`config.mk`:
```
export PLATFORM = sky130hd
export DESIGN_NAME = alu_issue_seq_flat
export DESIGN_NICKNAME = d
export VERILOG_FILES = /design/src/rtl/alu_issue_seq_if.sv /design/src/rtl/alu_issue_seq.sv /design/src/flat_wrapper.sv
export SDC_FILE = /design/constraint.sdc
export NUM_CORES = 1
export LEC_CHECK = 0
export CAP_MARGIN = 10
export CORE_ASPECT_RATIO = 0.75
export CORE_MARGIN = 8
export CORE_UTILIZATION = 43
export CTS_CLUSTER_SIZE = 40
export DETAILED_ROUTE_END_ITERATION = 8
export GPL_TIMING_DRIVEN = 0
export PLACE_DENSITY = 0.9
export SETUP_SLACK_MARGIN = 0.1
export SYNTH_ARGS = -nofsm -noshare
export SYNTH_HDL_FRONTEND = slang
export SYNTH_SLANG_ARGS = --single-unit
export TNS_END_PERCENT = 5
```
`constraint.sdc`:
```
create_clock -name clock -period 2.3 [get_ports clock]
set_input_delay 0.69 -clock clock [delete_from_list [all_inputs] [get_ports clock]]
set_output_delay 0.69 -clock clock [all_outputs]
set_load 0.005 [all_outputs]
```
`src/rtl/alu_issue_seq_if.sv`:
```
// Issue-side bundle for alu_issue_seq: instruction intake, ALU drive/capture and writeback record.
// The slave modport is the sequencer's view; master is the surrounding pipeline/ALU view.
interface alu_issue_seq_if;
    logic        instr_valid;
    logic        instr_ready;
    logic [31:0] instr;
    logic [31:0] rs_data;
    logic [31:0] rt_data;
    logic [3:0]  alu_op;
    logic [4:0]  alu_shamt;
    logic [31:0] alu_rs;
    logic [31:0] alu_rt;
    logic [31:0] alu_result;
    logic        alu_zero;
    logic        wb_valid;
    logic        wb_ready;
    logic [31:0] wb_data;
    logic [4:0]  wb_reg;
    logic        wb_we;
    logic        branch_taken;
    logic        illegal;

    modport slave (
        input  instr_valid, instr, rs_data, rt_data, alu_result, alu_zero, wb_ready,
        output instr_ready, alu_op, alu_shamt, alu_rs, alu_rt,
        output wb_valid, wb_data, wb_reg, wb_we, branch_taken, illegal
    );

    modport master (
        output instr_valid, instr, rs_data, rt_data, alu_result, alu_zero, wb_ready,
        input  instr_ready, alu_op, alu_shamt, alu_rs, alu_rt,
        input  wb_valid, wb_data, wb_reg, wb_we, branch_taken, illegal
    );
endinterface

```
`src/rtl/alu_issue_seq.sv`:
```
// Execute-stage issue sequencer: decodes a MIPS instruction to an ALUOp, drives the ALU for one
// cycle, captures its negedge result and presents a writeback/branch record under valid/ready.
module alu_issue_seq (
    input  logic          clock,
    input  logic          reset_n,
    alu_issue_seq_if.slave bus
);
    localparam int unsigned DW = 32;
    localparam int unsigned OPW = 4;
    localparam int unsigned RW = 5;

    typedef enum logic [1:0] {IDLE, EXEC, DONE} state_t;

    state_t          state;
    logic            is_branch;
    logic            accept;

    logic [OPW-1:0]  dec_op;
    logic [RW-1:0]   dec_reg;
    logic            dec_branch;
    logic            dec_illegal;
    logic            dec_lui;
    logic            dec_we;

    logic [5:0]      opcode;
    logic [5:0]      funct;
    logic [RW-1:0]   rt_idx;
    logic            unused_rs_field;

    assign opcode          = bus.instr[31:26];
    assign funct           = bus.instr[5:0];
    assign rt_idx          = bus.instr[20:16];
    assign unused_rs_field = ^bus.instr[25:21];

    // Ready is a pure function of state and downstream ready, forced low while in reset.
    assign bus.instr_ready = reset_n & ((state == IDLE) | ((state == DONE) & bus.wb_ready));
    assign accept          = bus.instr_valid & bus.instr_ready;

    // Opcode/funct to ALUOp and writeback class.
    always_comb begin
        dec_op      = '0;
        dec_reg     = '0;
        dec_branch  = 1'b0;
        dec_illegal = 1'b0;
        dec_lui     = 1'b0;
        case (opcode)
            6'h00: begin
                dec_reg = bus.instr[15:11];
                case (funct)
                    6'h20:   dec_op = 4'b0001;
                    6'h21:   dec_op = 4'b1010;
                    6'h22:   dec_op = 4'b1011; // 0010 is the BEQ compare, so SUB issues SUBU
                    6'h23:   dec_op = 4'b1011;
                    6'h24:   dec_op = 4'b0011;
                    6'h25:   dec_op = 4'b0100;
                    6'h27:   dec_op = 4'b0101;
                    6'h2A:   dec_op = 4'b0110;
                    6'h00:   dec_op = 4'b0111;
                    6'h02:   dec_op = 4'b1000;
                    6'h03:   dec_op = 4'b1001;
                    default: dec_illegal = 1'b1;
                endcase
            end
            6'h0F: begin
                dec_op  = 4'b1111;
                dec_reg = rt_idx;
                dec_lui = 1'b1;
            end
            6'h04: begin
                dec_op     = 4'b0010;
                dec_branch = 1'b1;
            end
            6'h05: begin
                dec_op     = 4'b1110;
                dec_branch = 1'b1;
            end
            6'h07: begin
                dec_op     = 4'b1100;
                dec_branch = 1'b1;
            end
            6'h01: begin
                if (rt_idx == RW'(1)) begin
                    dec_op     = 4'b1101;
                    dec_branch = 1'b1;
                end else begin
                    dec_illegal = 1'b1;
                end
            end
            default: dec_illegal = 1'b1;
        endcase
        if (dec_illegal) begin
            dec_op  = '0;
            dec_reg = '0;
        end
        dec_we = ~dec_branch & ~dec_illegal & (dec_reg != '0);
    end

    // Sequencer state and all registered outputs.
    always_ff @(posedge clock or negedge reset_n) begin
        if (!reset_n) begin
            state            <= IDLE;
            is_branch        <= 1'b0;
            bus.alu_op       <= '0;
            bus.alu_shamt    <= '0;
            bus.alu_rs       <= '0;
            bus.alu_rt       <= '0;
            bus.wb_data      <= '0;
            bus.wb_reg       <= '0;
            bus.wb_valid     <= 1'b0;
            bus.wb_we        <= 1'b0;
            bus.branch_taken <= 1'b0;
            bus.illegal      <= 1'b0;
        end else begin
            case (state)
                IDLE: begin
                    if (accept) state <= EXEC;
                end
                EXEC: begin
                    bus.alu_op       <= '0;
                    bus.wb_data      <= bus.alu_result;
                    bus.branch_taken <= is_branch & bus.alu_zero;
                    bus.wb_valid     <= 1'b1;
                    state            <= DONE;
                end
                DONE: begin
                    if (bus.wb_ready) begin
                        bus.wb_valid <= 1'b0;
                        state        <= bus.instr_valid ? EXEC : IDLE;
                    end
                end
                default: state <= IDLE;
            endcase

            // Operands and decode are frozen at accept; later input changes are ignored.
            if (accept) begin
                bus.alu_op    <= dec_op;
                bus.alu_shamt <= bus.instr[10:6];
                bus.alu_rs    <= bus.rs_data;
                bus.alu_rt    <= dec_lui ? {16'h0000, bus.instr[15:0]} : bus.rt_data;
                bus.wb_reg    <= dec_reg;
                bus.wb_we     <= dec_we;
                bus.illegal   <= dec_illegal;
                is_branch     <= dec_branch;
            end
        end
    end
endmodule
```
`src/flat_wrapper.sv`:
```
// flat-port wrapper written by rule: the top's interface ports become plain ports
module alu_issue_seq_flat 
  (clock, reset_n, bus_instr_valid, bus_instr, bus_rs_data, bus_rt_data, bus_alu_result, bus_alu_zero, bus_wb_ready, bus_instr_ready, bus_alu_op, bus_alu_shamt, bus_alu_rs, bus_alu_rt, bus_wb_valid, bus_wb_data, bus_wb_reg, bus_wb_we, bus_branch_taken, bus_illegal);
  alu_issue_seq_if bus_i ();
  input  logic clock;
  input  logic reset_n;
  input wire logic [$bits(bus_i.instr_valid)-1:0] bus_instr_valid;
  input wire logic [$bits(bus_i.instr)-1:0] bus_instr;
  input wire logic [$bits(bus_i.rs_data)-1:0] bus_rs_data;
  input wire logic [$bits(bus_i.rt_data)-1:0] bus_rt_data;
  input wire logic [$bits(bus_i.alu_result)-1:0] bus_alu_result;
  input wire logic [$bits(bus_i.alu_zero)-1:0] bus_alu_zero;
  input wire logic [$bits(bus_i.wb_ready)-1:0] bus_wb_ready;
  output wire logic [$bits(bus_i.instr_ready)-1:0] bus_instr_ready;
  output wire logic [$bits(bus_i.alu_op)-1:0] bus_alu_op;
  output wire logic [$bits(bus_i.alu_shamt)-1:0] bus_alu_shamt;
  output wire logic [$bits(bus_i.alu_rs)-1:0] bus_alu_rs;
  output wire logic [$bits(bus_i.alu_rt)-1:0] bus_alu_rt;
  output wire logic [$bits(bus_i.wb_valid)-1:0] bus_wb_valid;
  output wire logic [$bits(bus_i.wb_data)-1:0] bus_wb_data;
  output wire logic [$bits(bus_i.wb_reg)-1:0] bus_wb_reg;
  output wire logic [$bits(bus_i.wb_we)-1:0] bus_wb_we;
  output wire logic [$bits(bus_i.branch_taken)-1:0] bus_branch_taken;
  output wire logic [$bits(bus_i.illegal)-1:0] bus_illegal;
  assign bus_i.instr_valid = bus_instr_valid;
  assign bus_i.instr = bus_instr;
  assign bus_i.rs_data = bus_rs_data;
  assign bus_i.rt_data = bus_rt_data;
  assign bus_i.alu_result = bus_alu_result;
  assign bus_i.alu_zero = bus_alu_zero;
  assign bus_i.wb_ready = bus_wb_ready;
  assign bus_instr_ready = bus_i.instr_ready;
  assign bus_alu_op = bus_i.alu_op;
  assign bus_alu_shamt = bus_i.alu_shamt;
  assign bus_alu_rs = bus_i.alu_rs;
  assign bus_alu_rt = bus_i.alu_rt;
  assign bus_wb_valid = bus_i.wb_valid;
  assign bus_wb_data = bus_i.wb_data;
  assign bus_wb_reg = bus_i.wb_reg;
  assign bus_wb_we = bus_i.wb_we;
  assign bus_branch_taken = bus_i.branch_taken;
  assign bus_illegal = bus_i.illegal;
  alu_issue_seq u_core (.clock(clock), .reset_n(reset_n), .bus(bus_i));
endmodule
```
Word-level counts from Yosys, hierarchy flattened
Cells that the tools add are included.

Register bits: 117. Input bits: 133. Output and inout bits: 115. Word-level logic and storage cells: 74.

Eq/ne operators: 20. Muxes and demuxes: 21. Bitwise gates (word level): 9. Reduce and logical (&&, ||, !) cells: 12.

Operator list (number): $eq A6 B6 Y1 const B (8); $pmux W4 S10 (1); $mux W32 (1); $pmux W4 S6 (1); $eq A6 B3 Y1 const B (3); $mux W4 (4); $eq A6 B2 Y1 const B (2); $logic_not A6 Y1 (2); $reduce_or A11 Y1 (1); $pmux W5 S2 (1); $and A1 B1 Y1 (6); $eq A6 B1 Y1 const B (1); $eq A6 B4 Y1 const B (1); $mux W1 (6); $pmux W2 S3 (1); $eq A5 B1 Y1 const B (1); $mux W5 (1); $reduce_bool A5 Y1 (1); $mux W2 (2); $pmux W1 S2 (2); $reduce_and A2 Y1 (2); $reduce_bool A2 Y1 (2); $reduce_or A4 Y1 (1); $pmux W1 S3 (1); 9 further kinds (10).

Longest topological paths before layout
Depth after elaboration: 7. Mapped depth: 7. Gate-level depth less buffers: 5.

Worst setup path after synthesis
Ideal clock, no wire load.

Kind: input to register. From: in bus_instr[31]. To: reg u_core.bus.alu_rt[6]. Library setup time: 0.132 ns. Arrival: 1.852 ns. Required time: 2.168 ns. Path slack: 0.316 ns. Stages: 6. Buffers on the path: 2. Cell sequence: or2_1 -> buf_4 -> nor3_4 -> buf_6 -> mux2i_1 -> o21ai_1.

Longest elaborated chain between the ends: 3.

RTL lines: start, declared (RTL line flat_wrapper.sv:8) `input wire logic [$bits(bus_i.instr)-1:0] bus_instr;`; $eq A6 B4 Y1 (RTL line alu_issue_seq.sv:46) `case (opcode)`; $mux W1 (RTL line alu_issue_seq.sv:46); $mux W32 (RTL line alu_issue_seq.sv:139) `bus.alu_rt <= dec_lui ? {16'h0000, bus.instr[15:0]} : bus.rt_data;`; end signal, assigned (RTL line alu_issue_seq.sv:139); end, declared (RTL line alu_issue_seq_if.sv:25) `output instr_ready, alu_op, alu_shamt, alu_rs, alu_rt,`.

Every way passes these cells. A chain may end at the register's enable or synchronous reset.

Final worst setup path
From: in reset_n. To: out bus_instr_ready.

Longest elaborated chain between the ends: 1.

RTL lines: start, declared (RTL line flat_wrapper.sv:6) `input logic reset_n;`; $and A1 B1 Y1 (RTL line alu_issue_seq.sv:36) `assign bus.instr_ready = reset_n & ((state == IDLE) | ((state == DONE) & bus.wb_ready));`; end, declared (RTL line flat_wrapper.sv:14) `output wire logic [$bits(bus_i.instr_ready)-1:0] bus_instr_ready;`.

Every way passes these cells.

==> results.toml <==
[status]
status = "complete, no violations"

[placement]
gp_congestion = 0.9129
pre_cts_ws_ps = -642.6
dp_hpwl_um = 12520
io_buffers = 238

[synthesis]
synth-warning-count = 0
yosys.area.top_type_share_pct = 59.41
async_flop_share_pct = 100.0
ys_seq_elements = 117
avgSynthCellArea_um2 = 11.05
synth_edf_count = 0
synth-main-ff-cell = "dfrtp_1"
yosysTopAreaCell = "dfrtp_1"
synth_common_cells = "nand2_1, dfrtp_1, mux2_2"
post_synth_inst_count = 446
ys_seq_area_share_pct = 59.41
syn_nets = 579
synth.most_common_cell = "nand2_1"
syn_area_um2 = 4928
yosys-top-cells-area = "dfrtp_1, nand2_1, mux2_2"
synthDistinctLibCells = 44

[clock_tree]
clkTransAtPathRegs_ps = 60
cts_inserted_buffers = 17
clock-root-buffer = "clkbuf_16"
h-tree-depth = 4
clock_path_buffers = 2
cts_sinks = 117
clk_latency_ps = 400
cts_tree = "done"
hold_buffers = 0
cts_setup_buffers = 0

[sta]
clock.fmax_mhz = 457.4
clock-skew-final_ps = 4.691
hold_violations = 0
setup_tns_ps = 0
postLayoutSetupSlackWorst_ps = 113.9
tightest_slew_ps = 509.3
min_period_over_period_pct = 95.05
finalMaxSlewViolations = 0
rsz0062_at_grt = "yes"
setup_viol = 0
layout_min_cycle_time_ps = 2186
slew_headroom_pct = 66.05

[routing]
first_pass_iters = 5
drt_iter0_markers = 181
remaining_drc_errors = 0
drt.antenna.violating_nets = 0
vias_per_cell = 5.227
wl_per_cell_um = 19.58
drt_wl_total_um = 16880
via_count = 4506

[global_route]
grt_pass1_wl_um = 25860
use_met2_pct = 39.16
antenna_found_initial = 0
use_met3_pct = 7.087
busiest_layer = "met2"
grt_max_degree = 62
grt_pass1_vias = 4804
grt.total_usage_pct = 21.96
gr-usage-met1_pct = 24.39
gr-total-overflow = 0

[critical_path]
cpPeakStageDelay_ps = 260
start_kind = "input pin"
crit_chain = "buf_16 -> buf_16 -> nand2_4 -> nor2_2 -> buf_2"
critPathMaxFanout = 61
arrival_ps = 1500
path_common_cell = "buf_16"
required_ps = 1610
path_delay_family = "buffers and inverters"
critPathKind = "input pin to output pin"
worst-path-buf-inv = 3
end_kind = "output pin"
slowest_stage = "buf_16"

[floorplanning]
fp.dieH_um = 108.7
initial_core_util_pct = 43.23
die_area_um2 = 15180
die_w_um = 139.6
rows = 34
core_area_um2 = 11400
io_pins = 248

[pwr]
power_w = 0.008498
power_density_nw_per_um2 = 1031
leakage_nw = 3.644
ir_drop_uv = 521.7

[final_layout]
n_antenna_cell = 0
area_delta_synth_final_pct = 67.20
reg_top3 = "u_core.bus.alu_rs x32, u_core.bus.alu_rt x32, u_core.bus.wb_data x32"
nNetsFinal = 838
drive_gt1_share_pct = 14.90

[job]
max_cap_viol_count = 0

[min_path]
hold_class = "input pin to async pin"
power breakdown:
group          total [W]  internal [W]  leakage (nW)  switching, W
Sequential       0.00308       0.00270          1.44      0.000385
Clock            0.00282       0.00187         0.298      0.000949
Combinational    0.00260       0.00165          1.90      0.000946
Total            0.00850       0.00622          3.64       0.00228
cell type report:
| type | count | area, um^2 |
|---|---|---|
| clock inverters | 12 | 177.7 |
| clock buffers | 20 | 456.7 |
| repair buffers | 240 | 2470 |
| plain buffers | 28 | 150.1 |
| fillers | 750 | 3161 |
| inverters | 4 | 15.01 |
| multi-input cells | 297 | 1863 |
| flip-flops and latches | 117 | 2928 |
| well taps | 144 | 180.2 |
layout by cell type (no fill, tap or decap), types with 3 or more instances in the layout:
cell	count
nor3_1	7
a21oi_1	8
buf_2	12
nor2b_1	3
inv_1	4
mux2i_1	16
nand2_1	126
a22o_1	16
dlymetal6s2s_1	6
a22oi_1	6
nand3_1	6
nor2_1	6
o21ai_0	4
bufinv_16	4
buf_6	4
dfrtp_1	117
o21ai_2	10
clkinvlp_4	4
and3_1	3
nand2b_1	5
clkdlybuf4s50_1	230
clkbuf_1	12
mux2_2	37
clkbuf_16	17
o21ai_1	16
metrics by stage:
| step | hold WS (ps) | area [um^2] | util, % | std cells |
|---|---|---|---|---|
| global placement | 458.6 | 7491 | 65.70 | 828 |
| finish | 147.5 | 8240 | 72.28 | 862 |
| floorplan | 394.4 | 4928 | - | 446 |
| global route | 158.4 | 8240 | 72.28 | 862 |
| CTS | 164.4 | 8203 | 71.95 | 862 |
| detailed placement | 457.3 | 7520 | 65.96 | 829 |
repair_timing:
| item | 4_1_cts | 5_1_grt |
|---|---|---|
| hold endpoints to repair | 0 | 0 |
| cloned | 1 | 0 |
| setup endpoints to repair | 33 | 34 |
| gates resized for setup | 8 | 13 |
| pin swaps | 0 | 2 |
path summary, 6_finish.rpt:
path	startpoint	endpoint	slack, ps	depth (start not counted)
min in group clock	u_core.bus.wb_reg[2]	u_core.bus.wb_reg[2]	470	2
max in group asynchronous	reset_n	u_core.bus.wb_we	1530	2
min reg2reg	u_core.bus.wb_reg[2]	u_core.bus.wb_reg[2]	470	2
max reg2reg	u_core.state[1]	u_core.bus.alu_rt[11]	520	7
max	reset_n	bus_instr_ready	110	5
min	reset_n	u_core.bus.alu_rt[9]	150	1
metal layers:
layer / share of wire (%) / vias up
li1: - / 2047
met1: 39 / 2230
met2: 51 / 199
met3: 7.6 / 30
met4: 2.0 / 0
met5: 0 / -
cells by family after synthesis:
kind of cell / synth area share [%]
buffers and inverters: 3.249
multiplexers: 11.70
AO/OA/AOI/OAI: 10.28
XOR/XNOR: 0.1777
AND/OR/NAND/NOR: 15.18
flip-flops: 59.41
Note: power is estimated with default switching activity, not from simulation.
==> variant 1 (same flow settings) <==
Encoding of `state_t`: now one-hot (3 bits for 3 states).
--- a/src/rtl/alu_issue_seq.sv
+++ b/src/rtl/alu_issue_seq.sv
@@ -10,5 +10,5 @@
     localparam int unsigned RW = 5;
 
-    typedef enum logic [1:0] {IDLE, EXEC, DONE} state_t;
+    typedef enum logic [2:0] {IDLE = 3'b001, EXEC = 3'b010, DONE = 3'b100} state_t;
 
     state_t          state;
Function: same outputs for any inputs over 10 cycles, from zero or initial values and one cycle with reset_n low; not proved beyond that.
==> variant 1 against the unedited design <==
  * Critical path depth shrank 1
  * Wire length grew 10%
  * Design area grew 4.1%
  * Worst setup slack lost 0.0020 ns
  * Synthesized area grew 4.4%
  * Synthesized cell count grew 11%
  * Total power shrank 5.3%
  * Sequential cell count grew 1
==> variant 1: results (changes against the unedited design) <==
| Metric | Value |
|---|---|
| FF-to-FF path depth | `5 (-2)` |
| Clk buf depth | `2 (unchanged)` |
| Yosys cell types | `52 (+18%)` |
| Vias/cell | `5.092 (-2.6%)` |
| Largest net degree at the start of global routing | `33 (-47%)` |
| Post-Route WL | `18610 um (+10%)` |
| Clock skew | `0.009298 ns (+0.004607 ns)` |
| Register-to-register setup slack | `0.49 ns (-0.03 ns)` |
| Diode count | `0 (unchanged)` |
| Iter 0 DRT Violations | `309 (+71%)` |
| Number of global-route vias before repair | `4993 (+3.9%)` |
| Reg2reg end | `u_core.bus.wb_data[11]` |
| Crit path largest cell delay | `0.36 ns (+0.10 ns)` |
| Critical Path Start | `u_core.state[2]` |
| First-pass GRT wire length | `28770 um (+11%)` |
| Sequential area share after synthesis | `57.40% (-2.0 points)` |
| Root Driver | `clkbuf_16` |
| Share of cells above drive strength 1 | `15.01% (+0.10 points)` |
| Routability cong. | `0.8512 (-6.8%)` |
| Total GRT Usage | `23.46% (+1.5 points)` |
| Least-Margin Pin Slew | `0.5886 ns (+0.07934 ns)` |
| Syn_nets | `627 (+8.3%)` |
| H-tree depth | `4 (unchanged)` |
| VDD IR-drop max | `0.5167 mV (-0.96%)` |
| Min Hold Slack | `0.1017 ns (-0.04580 ns)` |
| Critical-path maximum fanout | `8 (-87%)` |
| Most frequent cells after synthesis | `nand2_1 (169), dfrtp_1 (117), mux2_2 (32)` |
| Leak pwr | `3.913 nW (+7.4%)` |
| Outcome | `finished clean` |
| Setup TNS | `0 ns (unchanged)` |
| Slowest CP cell | `dfrtp_1` |
| Number of port buffers | `240 (+0.84%)` |
| Top FF cell, synth | `dfrtp_1` |
| Nets | `893 (+6.6%)` |
| Switch Pwr | `0.002139 W (-6.2%)` |
| DPL Wire Length | `13660 um (+9.1%)` |
| 1st-pass router iterations | `5 (unchanged)` |
| Dominant cells by area after synthesis | `dfrtp_1 (57%), nand2_1 (12%), mux2_2 (7.0%), mux2i_1 (3.1%), o21ai_0 (2.1%)` |
| Hold crit path type | `primary input to async pin` |
| Reg clk slew, reported paths | `0.06 ns (about the same)` |
| Fin. max-slew vios | `0 (unchanged)` |
| Yosys warning count | `0 (unchanged)` |
-- variant 1: changes by cell type in the layout (fill, tap and decap cells not counted), moves of 9 or more --
cell / before / now
a22o_1: 16 / 5
o21ai_1: 16 / 4
nand2_1: 126 / 169
clkbuf_1: 12 / 3
nand3_1: 6 / 18
o21ai_0: 4 / 22
-- variant 1: power by group through the flow --
stage / combinational [W] / sequential (W) / clock (W)
3_3_place_gp: 0.00217 / 0.00291 / 0
3_5_place_dp: 0.00226 / 0.00296 / 0
6_report: 0.00228 / 0.00294 / 0.00283
4_1_cts: 0.00231 / 0.00294 / 0.00286
5_1_grt: 0.00245 / 0.00300 / 0.00298
2_1_floorplan: 0.000580 / 0.00297 / 0
-- variant 1: metal layers --
| metal | up-vias | track usage [%] | share of wire (%) |
|---|---|---|---|
| li1 | 2188 | - | - |
| met1 | 2312 | 27.95 | 40 |
| met2 | 245 | 39.94 | 49 |
| met3 | 16 | 8.090 | 10 |
| met4 | 0 | 5.226 | 0.82 |
| met5 | - | 0 | 0 |
-- variant 1: cell type report --
cell class	instances	area (um2)
Multi-Input combinational cell	343	1991
Buffer	27	185.2
Fill cell	801	3077
Clock inverter	14	201.4
Tap cell	162	202.7
Timing Repair Buffer	247	2594
Clock buffer	18	429.2
Sequential cell	118	2954
Inverter	6	22.52
-- variant 1: worst max path at each step --
stage	slack (ns)	depth (start not counted)	to
6_report	0.11	4	bus_instr_ready
5_1_grt	0.06	6	u_core.bus.alu_rt[5]
4_1_cts	0.11	4	bus_instr_ready
2_1_floorplan	0.45	6	u_core.bus.illegal
3_3_place_gp	-4.65	4	bus_instr_ready
3_5_place_dp	-0.83	5	bus_instr_ready
-- variant 1: repair_timing --
action,CTS,global route
setup endpoints to repair,64,21
pin swaps,1,0
gates resized for setup,8,1
setup buffers,2,0
gates cloned,4,0
-- variant 1: stage by stage --
stage / instances / setup WS, ns / instance area [um2] / total power, W
2_1_floorplan: 494 / 0.4482 / 5146 / 0.003550
3_3_place_gp: 896 / -4.649 / 7751 / 0.005086
5_1_grt: 935 / 0.05667 / 8579 / 0.008421
4_1_cts: 935 / 0.1074 / 8573 / 0.008109
6_report: 935 / 0.1119 / 8579 / 0.008050
3_5_place_dp: 897 / -0.8258 / 7780 / 0.005217
-- variant 1: logic make-up (layout without fill, tap and decap cells) --
logic type,after synthesis,count (layout),synth area share (%)
muxes,48,48,10.11
DFF,118,118,57.40
buffers and inverters,33,312,4.036
AOI/OAI and AO/OA,63,63,8.559
and+or+nand+nor,232,232,19.89
==> variant 2 (same flow settings) <==
Without the edit above. Reset style: synchronous (`reset_n`), changed in one clocked block.
--- a/src/rtl/alu_issue_seq.sv
+++ b/src/rtl/alu_issue_seq.sv
@@ -97,5 +97,5 @@
 
     // Sequencer state and all registered outputs.
-    always_ff @(posedge clock or negedge reset_n) begin
+    always_ff @(posedge clock) begin
         if (!reset_n) begin
             state            <= IDLE;
Formal check against the unedited RTL: differs if reset_n is asserted again (counterexample within 4 cycles, from zero or initial values and one cycle with reset_n low); with reset_n held inactive, the same outputs for 10 cycles.
==> variant 2 against the unedited design <==
  * Worst setup slack got worse by 0.050 ns
  * Sequential cell count unchanged
  * Utilization increased by 1.6 points
  * Critical path depth increased by 1
  * Wire length increased by 4.9%
  * Synthesized area decreased by 1.5%
  * Maximum frequency decreased by 2.2%
  * Design area decreased by 1.5%
  * Critical path type is now primary input to flop
  * Critical endpoint is now u_core.bus.illegal
  * Largest cell class is now non-clock buffers
Power is not compared: it rests on default switching activity, and its combinational part moved more than twofold at a synthesized area within 25%.
==> variant 2: results (changes against the unedited design) <==
| Metric | Value |
|---|---|
| Critical Path Start | `bus_instr[18]` |
| Least-Margin Pin Slew | `0.5292 ns (+0.01987 ns)` |
| Outcome | `finished clean` |
| DPL Wire Length | `13800 um (+10%)` |
| Clock skew | `0.009481 ns (+0.004790 ns)` |
| Largest net degree at the start of global routing | `17 (-73%)` |
| Arrival @ worst endpoint | `2.53 ns (+1.03 ns)` |
| Pre-CTS setup slack | `-0.8038 ns (-0.1612 ns)` |
| Hold depth | `2` |
| Register-to-register setup slack | `0.40 ns (-0.12 ns)` |
| Nets | `954 (+14%)` |
| Placed cell areas | `0.007407 mm2 (-1.5%)` |
| Number of global-route vias before repair | `5143 (+7.1%)` |
| Number of port buffers | `237 (-0.42%)` |
| Hold crit path type | `flop to flop` |
| FF-to-FF path depth | `6 (-1)` |
| Synth Area in Compound Gates | `22.80% (+13 points)` |
| Vias/cell | `5.180 (-0.91%)` |
| Root Driver | `clkbuf_16` |
| Mux share of post-synthesis cell area | `3.301% (-8.4 points)` |
| Met1 Usage GRT | `24.59% (+0.20 points)` |
| Routability cong. | `0.8149 (-11%)` |
| Iter 0 DRT Violations | `199 (+9.9%)` |
| Share of cells above drive strength 1 | `8.273% (-6.6 points)` |
| Most frequent cells after synthesis | `nand2_1 (170), dfxtp_1 (117), a21boi_0 (70)` |
| Post-synthesis xor/xnor area fraction | `0% (-0.18 points)` |
| Global Route met2 Usage | `40.83% (+1.7 points)` |
| VDD IR-drop max | `0.5456 mV` |
| FFs w/ async S/R, synth | `0% (-100 points)` |
| Dominant cells by area after synthesis | `dfxtp_1 (48%), nand2_1 (13%), a21boi_0 (11%), o211a_1 (3.5%), mux2i_1 (3.3%)` |
| Min Hold Slack | `0.4613 ns (+0.3138 ns)` |
| H-tree depth | `4 (unchanged)` |
| First-pass GRT wire length | `27230 um (+5.3%)` |
| Yosys warning count | `0 (unchanged)` |
| Reg2reg start | `u_core.state[0]` |
| DR WL/cell | `18.17 um (-7.2%)` |
| Sequential area share after synthesis | `48.27% (-11 points)` |
| Total GRT Usage | `22.72% (+0.76 points)` |
| Reg2reg end | `u_core.bus.alu_rt[26]` |
| Postcts setup bufs | `0 (unchanged)` |
| Clk_lat worst skew | `0.40 ns (about the same)` |
| Regs by FF count | `u_core.bus.alu_rs (32), u_core.bus.alu_rt (32), u_core.bus.wb_data (32)` |
| Clock buffer count from CTS | `17 (unchanged)` |
| Met3 global-route usage | `7.879% (+0.79 points)` |
| Critical-path maximum fanout | `10 (-84%)` |
| Syn_nets | `698 (+21%)` |
## variant 2: power breakdown
part           internal [W]  switching (W)
clock               0.00198       0.000937
sequential          0.00213      0.0000527
combinational      0.000455       0.000320
## variant 2: per-stage QoR
stage | util, % | std cells | power [W]
floorplan | - | 565 | 0.002474
global placement | 67.44 | 942 | 0.002952
detailed placement | 67.44 | 942 | 0.002985
CTS | 73.89 | 974 | 0.005895
global route | 73.91 | 974 | 0.006076
finish | 73.91 | 974 | 0.005871
## variant 2: layout make-up
class / instances / area, um2
Fill cell: 787 / 2865
Sequential cell: 117 / 2342
Tap cell: 140 / 175.2
Clock inverter: 12 / 200.2
Inverter: 4 / 15.01
Timing Repair Buffer: 237 / 2361
Multi-Input combinational cell: 400 / 2364
Buffer: 44 / 203.9
Clock buffer: 20 / 456.7
## variant 2: critical path: stages
cell             delay [ns]
clkdlybuf4s50_1        0.47
nor4_4                 0.47
a311oi_1               0.16
or4_4                  0.44
buf_8                  0.17
o211a_1                0.12
## variant 2: what timing repair did
action,in CTS,in global routing
setup endpoints to repair,83,44
hold endpoints to repair,0,0
cloned,0,0
resized for setup,37,1
## variant 2: per-layer routing
metal / up-vias / wire, um
met5: - / 0
met4: 0 / 375
met3: 27 / 1309
met2: 183 / 8880
met1: 2391 / 7135
li1: 2444 / -
## variant 2: worst max-delay path by stage
stage                             to  slack (ns)  depth (start not counted)
2_1_floorplan     u_core.bus.illegal       -0.03                          6
3_3_place_gp         bus_instr_ready       -0.72                          4
3_5_place_dp   u_core.bus.alu_rt[26]       -0.80                          8
4_1_cts           u_core.bus.illegal        0.08                          6
5_1_grt        u_core.bus.alu_rt[26]       0.006                          7
6_report          u_core.bus.illegal        0.06                          6
## variant 2: cell families after synthesis
| kind of cell | after synthesis |
|---|---|
| flip-flops | 117 |
| buffers and inverters | 48 |
| multiplexers | 16 |
| AO/OA/AOI/OAI | 144 |
| AND/OR/NAND/NOR | 240 |
